===== config.mk =====
export PLATFORM = sky130hd
export DESIGN_NAME = stack_arbiter
export DESIGN_NICKNAME = d
export VERILOG_FILES = /design/src/rtl/stack_arbiter.sv
export SDC_FILE = /design/constraint.sdc
export NUM_CORES = 1
export LEC_CHECK = 0
export ABC_AREA = 1
export CAP_MARGIN = 20
export CORE_MARGIN = 10
export CORE_UTILIZATION = 49
export CTS_CLUSTER_DIAMETER = 40
export DETAILED_ROUTE_END_ITERATION = 7
export PLACE_DENSITY = 0.81
export SLEW_MARGIN = 10
export SYNTH_ARGS = -nofsm -noshare
export SYNTH_HDL_FRONTEND = slang
export SYNTH_SLANG_ARGS = --single-unit

===== constraint.sdc =====
create_clock -name clk -period 5.9 [get_ports clk]
set_clock_uncertainty 0.1 [all_clocks]
set_input_delay 0.885 -clock clk [delete_from_list [all_inputs] [get_ports clk]]
set_output_delay 0.885 -clock clk [all_outputs]
set_load 0.005 [all_outputs]

===== src/rtl/stack_arbiter.sv =====
// Two-requester arbiter in front of a single LIFO stack: grants ops, sequences pop latency,
// owns the occupancy count. Define STACK_ARB_FIXED_PRIO_EN for fixed priority (requester 0).
module stack_arbiter #(
    parameter int DATA_WIDTH  = 4,
    parameter int STACK_DEPTH = 64,
    parameter int CNT_W       = 7
) (
    input  logic                    clk,
    input  logic                    reset,
    input  logic [1:0]              req,
    input  logic [1:0]              op,
    input  logic [2*DATA_WIDTH-1:0] wdata,
    input  logic                    flush,
    output logic [1:0]              ack,
    output logic                    err,
    output logic                    rvalid,
    output logic [DATA_WIDTH-1:0]   rdata,
    output logic                    rid,
    output logic                    flush_done,
    output logic [CNT_W-1:0]        count,
    output logic                    full,
    output logic                    empty,
    output logic                    stk_push,
    output logic                    stk_pop,
    output logic                    stk_reset,
    output logic [DATA_WIDTH-1:0]   stk_d,
    input  logic [DATA_WIDTH-1:0]   stk_q
);

    typedef enum logic [2:0] {StIdle, StPush, StPop, StPopW, StFlush} state_e;

    state_e                  state_q, state_d;
    logic [CNT_W-1:0]        count_q, count_d;
    logic                    rr_last_q, rr_last_d;
    logic                    w_q, w_d;
    logic                    err_pend_q, err_pend_d;
    logic [1:0]              ack_q, ack_d;
    logic                    err_q, err_d;
    logic                    rvalid_q, rvalid_d;
    logic [DATA_WIDTH-1:0]   rdata_q, rdata_d;
    logic                    rid_q, rid_d;
    logic                    flush_done_q, flush_done_d;
    logic                    full_q, full_d;
    logic                    empty_q, empty_d;
    logic                    stk_push_q, stk_push_d;
    logic                    stk_pop_q, stk_pop_d;
    logic                    stk_reset_q, stk_reset_d;
    logic [DATA_WIDTH-1:0]   stk_d_q, stk_d_d;
    logic                    win;
    logic [DATA_WIDTH-1:0]   win_data;
    logic [1:0]              w_onehot;

`ifdef STACK_ARB_FIXED_PRIO_EN
    assign win = ~req[0];
`else
    assign win = (&req) ? ~rr_last_q : req[1];
`endif
    assign win_data = win ? wdata[2*DATA_WIDTH-1:DATA_WIDTH] : wdata[DATA_WIDTH-1:0];
    assign w_onehot = w_q ? 2'b10 : 2'b01;

    always_comb begin
        state_d      = state_q;
        count_d      = count_q;
        rr_last_d    = rr_last_q;
        w_d          = w_q;
        err_pend_d   = 1'b0;
        ack_d        = 2'b00;
        err_d        = 1'b0;
        rvalid_d     = 1'b0;
        rdata_d      = '0;
        rid_d        = 1'b0;
        flush_done_d = 1'b0;
        stk_push_d   = 1'b0;
        stk_pop_d    = 1'b0;
        stk_reset_d  = 1'b0;
        stk_d_d      = '0;
        unique case (state_q)
            StIdle: begin
                // A rejected op acks one cycle later so err latency matches push latency
                if (err_pend_q) begin
                    ack_d = w_onehot;
                    err_d = 1'b1;
                    rid_d = w_q;
                end else if (flush) begin
                    state_d     = StFlush;
                    stk_reset_d = 1'b1;
                end else if (|req) begin
                    w_d       = win;
                    rr_last_d = win;
                    if (op[win] ? full_q : empty_q) begin
                        err_pend_d = 1'b1;
                    end else if (op[win]) begin
                        state_d    = StPush;
                        stk_push_d = 1'b1;
                        stk_d_d    = win_data;
                    end else begin
                        state_d   = StPop;
                        stk_pop_d = 1'b1;
                    end
                end
            end
            StPush: begin
                count_d = count_q + CNT_W'(1);
                ack_d   = w_onehot;
                rid_d   = w_q;
                state_d = StIdle;
            end
            StPop: begin
                count_d = count_q - CNT_W'(1);
                state_d = StPopW;
            end
            StPopW: begin
                rdata_d  = stk_q;
                rvalid_d = 1'b1;
                ack_d    = w_onehot;
                rid_d    = w_q;
                state_d  = StIdle;
            end
            StFlush: begin
                count_d      = '0;
                flush_done_d = 1'b1;
                state_d      = StIdle;
            end
            default: state_d = StIdle;
        endcase
        full_d  = (count_d == CNT_W'(STACK_DEPTH));
        empty_d = (count_d == '0);
    end

    always_ff @(posedge clk) begin
        if (reset) begin
            state_q      <= StIdle;
            count_q      <= '0;
            rr_last_q    <= 1'b1;
            w_q          <= 1'b0;
            err_pend_q   <= 1'b0;
            ack_q        <= 2'b00;
            err_q        <= 1'b0;
            rvalid_q     <= 1'b0;
            rdata_q      <= '0;
            rid_q        <= 1'b0;
            flush_done_q <= 1'b0;
            full_q       <= 1'b0;
            empty_q      <= 1'b1;
            stk_push_q   <= 1'b0;
            stk_pop_q    <= 1'b0;
            stk_reset_q  <= 1'b0;
            stk_d_q      <= '0;
        end else begin
            state_q      <= state_d;
            count_q      <= count_d;
            rr_last_q    <= rr_last_d;
            w_q          <= w_d;
            err_pend_q   <= err_pend_d;
            ack_q        <= ack_d;
            err_q        <= err_d;
            rvalid_q     <= rvalid_d;
            rdata_q      <= rdata_d;
            rid_q        <= rid_d;
            flush_done_q <= flush_done_d;
            full_q       <= full_d;
            empty_q      <= empty_d;
            stk_push_q   <= stk_push_d;
            stk_pop_q    <= stk_pop_d;
            stk_reset_q  <= stk_reset_d;
            stk_d_q      <= stk_d_d;
        end
    end

    assign ack        = ack_q;
    assign err        = err_q;
    assign rvalid     = rvalid_q;
    assign rdata      = rdata_q;
    assign rid        = rid_q;
    assign flush_done = flush_done_q;
    assign count      = count_q;
    assign full       = full_q;
    assign empty      = empty_q;
    assign stk_push   = stk_push_q;
    assign stk_pop    = stk_pop_q;
    assign stk_reset  = stk_reset_q;
    assign stk_d      = stk_d_q;

endmodule

==> Word-level counts from Yosys, hierarchy flattened <==
Cells that the tools add are included.
{ "classes": {"n_reduce_logical": 13, "add_sub_neg": 2, "n_mux": 24, "bitwise_logic": 7, "eq_ne": 8, "magnitude_cmp": 1} }
{ "op_table": {"columns": ["operator", "count"], "rows": [
  ["$pmux W7 S3", 1],
  ["$mux W1", 12],
  ["$mux W3", 4],
  ["$reduce_or A2 Y1", 4],
  ["$add A7 B1 Y7 const B", 1],
  ["$eq A7 B7 Y1 const B", 1],
  ["$logic_not A7 Y1", 1],
  ["$not A1 Y1", 7],
  ["$reduce_or A7 Y1", 1],
  ["$sub A7 B1 Y7 const B", 1],
  ["$eq A3 B2 Y1 const B", 2],
  ["$mux W2", 3],
  ["$ne A3 B3 Y1 const B", 2],
  ["$pmux W3 S2", 1],
  ["$reduce_or A6 Y1", 1],
  ["$reduce_or A5 Y1", 1],
  ["$mux W4", 1],
  ["$pmux W2 S2", 1],
  ["$reduce_and A4 Y1", 1],
  ["$eq A3 B1 Y1 const B", 1],
  ["$eq A3 B3 Y1 const B", 1],
  ["$logic_not A3 Y1", 1],
  ["$reduce_and A3 Y1", 1],
  ["$reduce_or A3 Y1", 1],
  ["other kinds (4)", 4]
]} }
{ "word_totals": {"output_inout_bits": 26, "wordCells": 72, "register_bits": 32, "inputBits": 19} }

==> Longest topological paths before layout <==
{ "depth": {"ltp_word": 10, "mapped_depth": 16, "ltp_nobuf": 16} }

==> Worst setup path before layout <==
OpenSTA, ideal clock, no wires.
{ "synth_path": {"kind": "in2reg", "from": "input port req[0]", "to": "register state_q[1]", "t_required_ns": 5.730, "path_buffers": 0, "arrival_time_ns": 1.885, "setup_ns": 0.070, "stages": 10, "setup_slack_ns": 3.846, "cell_sequence": "nand2_1 -> nand2_1 -> inv_1 -> nand2_1 -> nand2_1 -> nand2_1 -> o21a_1 -> o221ai_1 -> nand2_1 -> a21oi_1"} }
{ "synth_between": {"elab_chain_len": 10, "elab_cells_between_ends": 15, "classes_between": "2 x eq/ne; 10 x mux; 3 x reduce/logical"} }
{ "synth_rtl": {"columns": ["item", "line", "rtl"], "rows": [
  ["from (decl)", "10", "input logic [1:0] req,"],
  ["$reduce_and A2 Y1", "56", "assign win = (&req) ? ~rr_last_q : req[1];"],
  ["$mux W1", "56", null],
  ["$mux W1 (not written as such) (2 in a row)", "90, 92", null],
  ["$mux W2", "92", "end else if (op[win]) begin"],
  ["$mux W3", "90", "if (op[win] ? full_q : empty_q) begin"],
  ["$mux W3", "87", "end else if (|req) begin"],
  ["$mux W3", "84", "end else if (flush) begin"],
  ["$mux W3", "80", "if (err_pend_q) begin"],
  ["$pmux W3 S2", "77", "unique case (state_q)"],
  ["to (signal assigned)", "132", "state_q <= StIdle;"],
  ["to (signal assigned)", "150", "state_q <= state_d;"],
  ["to (decl)", "32", "state_e state_q, state_d;"]
]} }
Parallel ways exist; a longest one is shown, timed or not. The select of a mux whose other input is x is not followed.
A chain may end at the register's enable or synchronous reset.

==> Worst setup path after layout <==
{ "layout_path": {"from": "input port req[1]", "to": "register state_q[1]"} }
Same word-level chain as after synthesis.

==> results by group <==
Run status
  – Status: finished, final reports clean

Floorplanning
  – IO Count: 45
  – Die Area: 5507 sq um
  – CORE AREA: 2781 sq um
  – Die X: 74.21 um
  – Starting density of the core: 51.78%
  – Std cell rows: 19
  – Die height: 74.21 um

Logic synthesis
  – Post-Syn Nets: 229
  – Library cells used by synthesis: 25
  – Sequential area share after synthesis: 43.09%
  – Top cells by area, synth: dfxtp_1 (43%), nand2_1 (13%), inv_1 (9.1%), nor2_1 (6.8%), nand3_1 (5.6%)
  – Top post-synthesis cells by count: nand2_1 (48), inv_1 (35), dfxtp_1 (31), nor2_1 (26), nand3_1 (16)
  – Synthesized instance count: 207
  – Leading area contributor after synthesis: dfxtp_1
  – Mapped cell area: 1440 sq um
  – Top FF cell, synth: dfxtp_1
  – Yosys reg bits: 31
  – Avg Inst Size Synth: 6.957 sq um
  – Post-synth EDFFs: 0
  – Area share of the largest cell type after synthesis: 43.09%
  – Warnings, synthesis: 0
  – Top-count cell post-synth: nand2_1
  – Fraction of registers with async set/reset: 0%

STA
  – Fin. max-slew vios: 0
  – Setup TNS: 0 ps
  – Slew headroom: 66.43%
  – Final hold violation count: 0
  – Min Tclk post-route: 2345 ps
  – Fmax: 426.5 MHz
  – Slew @ Worst Pin: 502.0 ps
  – Final period util: 39.74%
  – Hold slack: 351.6 ps
  – Unrepaired setup endpoints after global routing: false
  – Count of final setup violators: 0
  – Final Worst Setup Slack: 3555 ps

Finish
  – Share of layout cells above drive strength 1: 9.339%
  – Multi-input gate area: 661.9 sq um
  – Total Nets Final: 278
  – Area delta synth->final: 38.49%
  – Fill cells: 236
  – Fin util: 71.70%
  – Antenna cell count: 0
  – Seq. cell area: 620.6 sq um

Worst setup path
  – CP max FO: 6
  – Worst EP required: 6070 ps
  – Worst-path cell chain: clkdlybuf4s50_1 > nand2_1 > inv_1 > nand2_1 > nand2_1 > nand2_1 > o21a_1 > o221ai_1 > nand2_1 > a21oi_1
  – Max incr delay on CP: 470 ps
  – Buffers plus inverters on the worst setup path: 2
  – Crit start category: primary input
  – CP top delay family: buffers and inverters
  – Crit. End Element: register
  – WP data arrival: 2510 ps
  – Most frequent CP cell: nand2_1
  – Crit-path slowest cell: clkdlybuf4s50_1
  – Type of the worst setup path: primary input to register

Clock tree
  – Clock sink total: 31
  – Root Driver: clkbuf_4
  – Setup bufs post-CTS: 0
  – Clock slew at reported path FFs: 100 ps
  – H-tree levels: 2
  – TritonCTS buffer count: 5
  – CTS tree: built
  – CTS Buffer Depth: 2
  – Clock Latency Late Sink: 330 ps
  – Post-cts resize count: 0
  – Hold-fix buffers at CTS: 0

Power
  – Final Power: 0.5196 mW
  – Static Leak: 0.9254 nW
  – Power Dens Cells: 260.5 nW/um^2
  – Peak VDD IR: 0.2171 mV

Routing
  – First-pass DRT Iterations: 4
  – Drt total wl: 3452 um
  – Vias per inst: 4.819
  – Routed len/inst: 11.99 um
  – Post-route ant nets: 0
  – # DRC: 0
  – 1st-iter DRT viols: 80
  – Routed via count: 1388

Global routing
  – Vias in the first global route: 1350
  – Gr ovfl total: 0
  – Antenna violations before repair: 0
  – Largest net degree at the start of global routing: 12
  – Total global-route track usage: 13.29%
  – First-pass GRT wire length: 5809 um

Placed design
  – Dpl hpwl: 2706 um
  – Dpl ws: 3197 ps
  – Final RePlAce weighted congestion: 0.8627
  – I/O Buffers: 44

Run
  – Max-Cap Viols: 0

Min path
  – Worst Hold Class: register to register
## stage by stage
stage | std cells | instance area, sq um
4_1_cts | 288 | 1994
3_3_place_gp | 280 | 1908
5_1_grt | 288 | 1994
3_5_place_dp | 280 | 1908
6_report | 288 | 1994
2_1_floorplan | 207 | 1440
## worst min-delay path: stages, from the launching register on
cell     delay, ps
dfxtp_1        340
inv_1           50
nor2_1          30
## flip-flops by register name (all words and copies together) (netlist names)
register,flops
state_q,3
w_q,1
flush_done,1
count,7
stk_pop,1
err,1
full,1
rr_last_q,1
rvalid,1
stk_push,1
rdata,4
stk_reset,1
ack,2
stk_d,4
empty,1
err_pend_q,1
## cells in the final DEF (no fill, tap or decap)
cell type,netlist,routed
o21ai_1,2,2
xor2_1,1,1
inv_2,4,4
nand4_1,3,3
nor2_4,1,1
o2111ai_1,2,2
o22ai_1,1,1
nand3_2,2,2
bufinv_16,0,1
clkbuf_8,0,1
o221ai_1,1,1
o21a_1,2,2
nor2_1,26,26
a31oi_1,1,1
clkinv_2,0,1
o21ai_0,2,2
nand2_2,3,3
ha_1,3,3
clkbuf_4,0,5
inv_1,35,35
dfxtp_1,31,31
o21bai_1,1,1
nor2_2,6,6
nand2_1,48,48
a21oi_1,10,10
nand3_1,16,16
nor3_1,4,4
clkdlybuf4s50_1,0,44
## routing by layer
layer  up-vias  GRT usage, %  part of all wire, %
met5         -             0                    0
met4         0         5.894                  1.5
met3         8         6.383                   12
met2        52         20.55                   44
met1       579         15.32                   42
li1        749             -                    -
## power by group
group / switching [mW] / leakage, nW / internal [mW] / total (mW)
Combinational: 0.0633 / 0.626 / 0.0511 / 0.114
Clock: 0.0728 / 0.0482 / 0.100 / 0.173
Sequential: 0.0108 / 0.252 / 0.222 / 0.232
Total: 0.147 / 0.925 / 0.373 / 0.520
## final timing paths
path | start | endpoint | slack [ps] | cells past startpoint
setup / recovery | req[1] | state_q[1] | 3560 | 10
hold / removal | w_q | ack[1] | 350 | 2
setup reg to reg | state_q[0] | full | 3760 | 12
hold reg to reg | w_q | ack[1] | 350 | 2
## final cells by class
cell class | count | share of cell area, %
clock inverter | 2 | 1.757
clock buffer | 6 | 2.572
inverter | 39 | 7.340
multi-input combinational | 135 | 33.19
tap | 31 | 1.945
sequential | 31 | 31.12
timing repair buffer | 44 | 22.08
## kinds of logic (layout without fill, tap and decap cells)
| family | after synthesis | after routing | synth area share [%] |
|---|---|---|---|
| simple gates | 109 | 109 | 33.62 |
| buf+inv | 41 | 91 | 10.95 |
| flops | 31 | 31 | 43.09 |
| compound gates | 22 | 22 | 9.123 |
| fa+ha+maj | 3 | 3 | 2.607 |
| xor+xnor | 1 | 1 | 0.6083 |
Power figures use the tool's default switching activity.
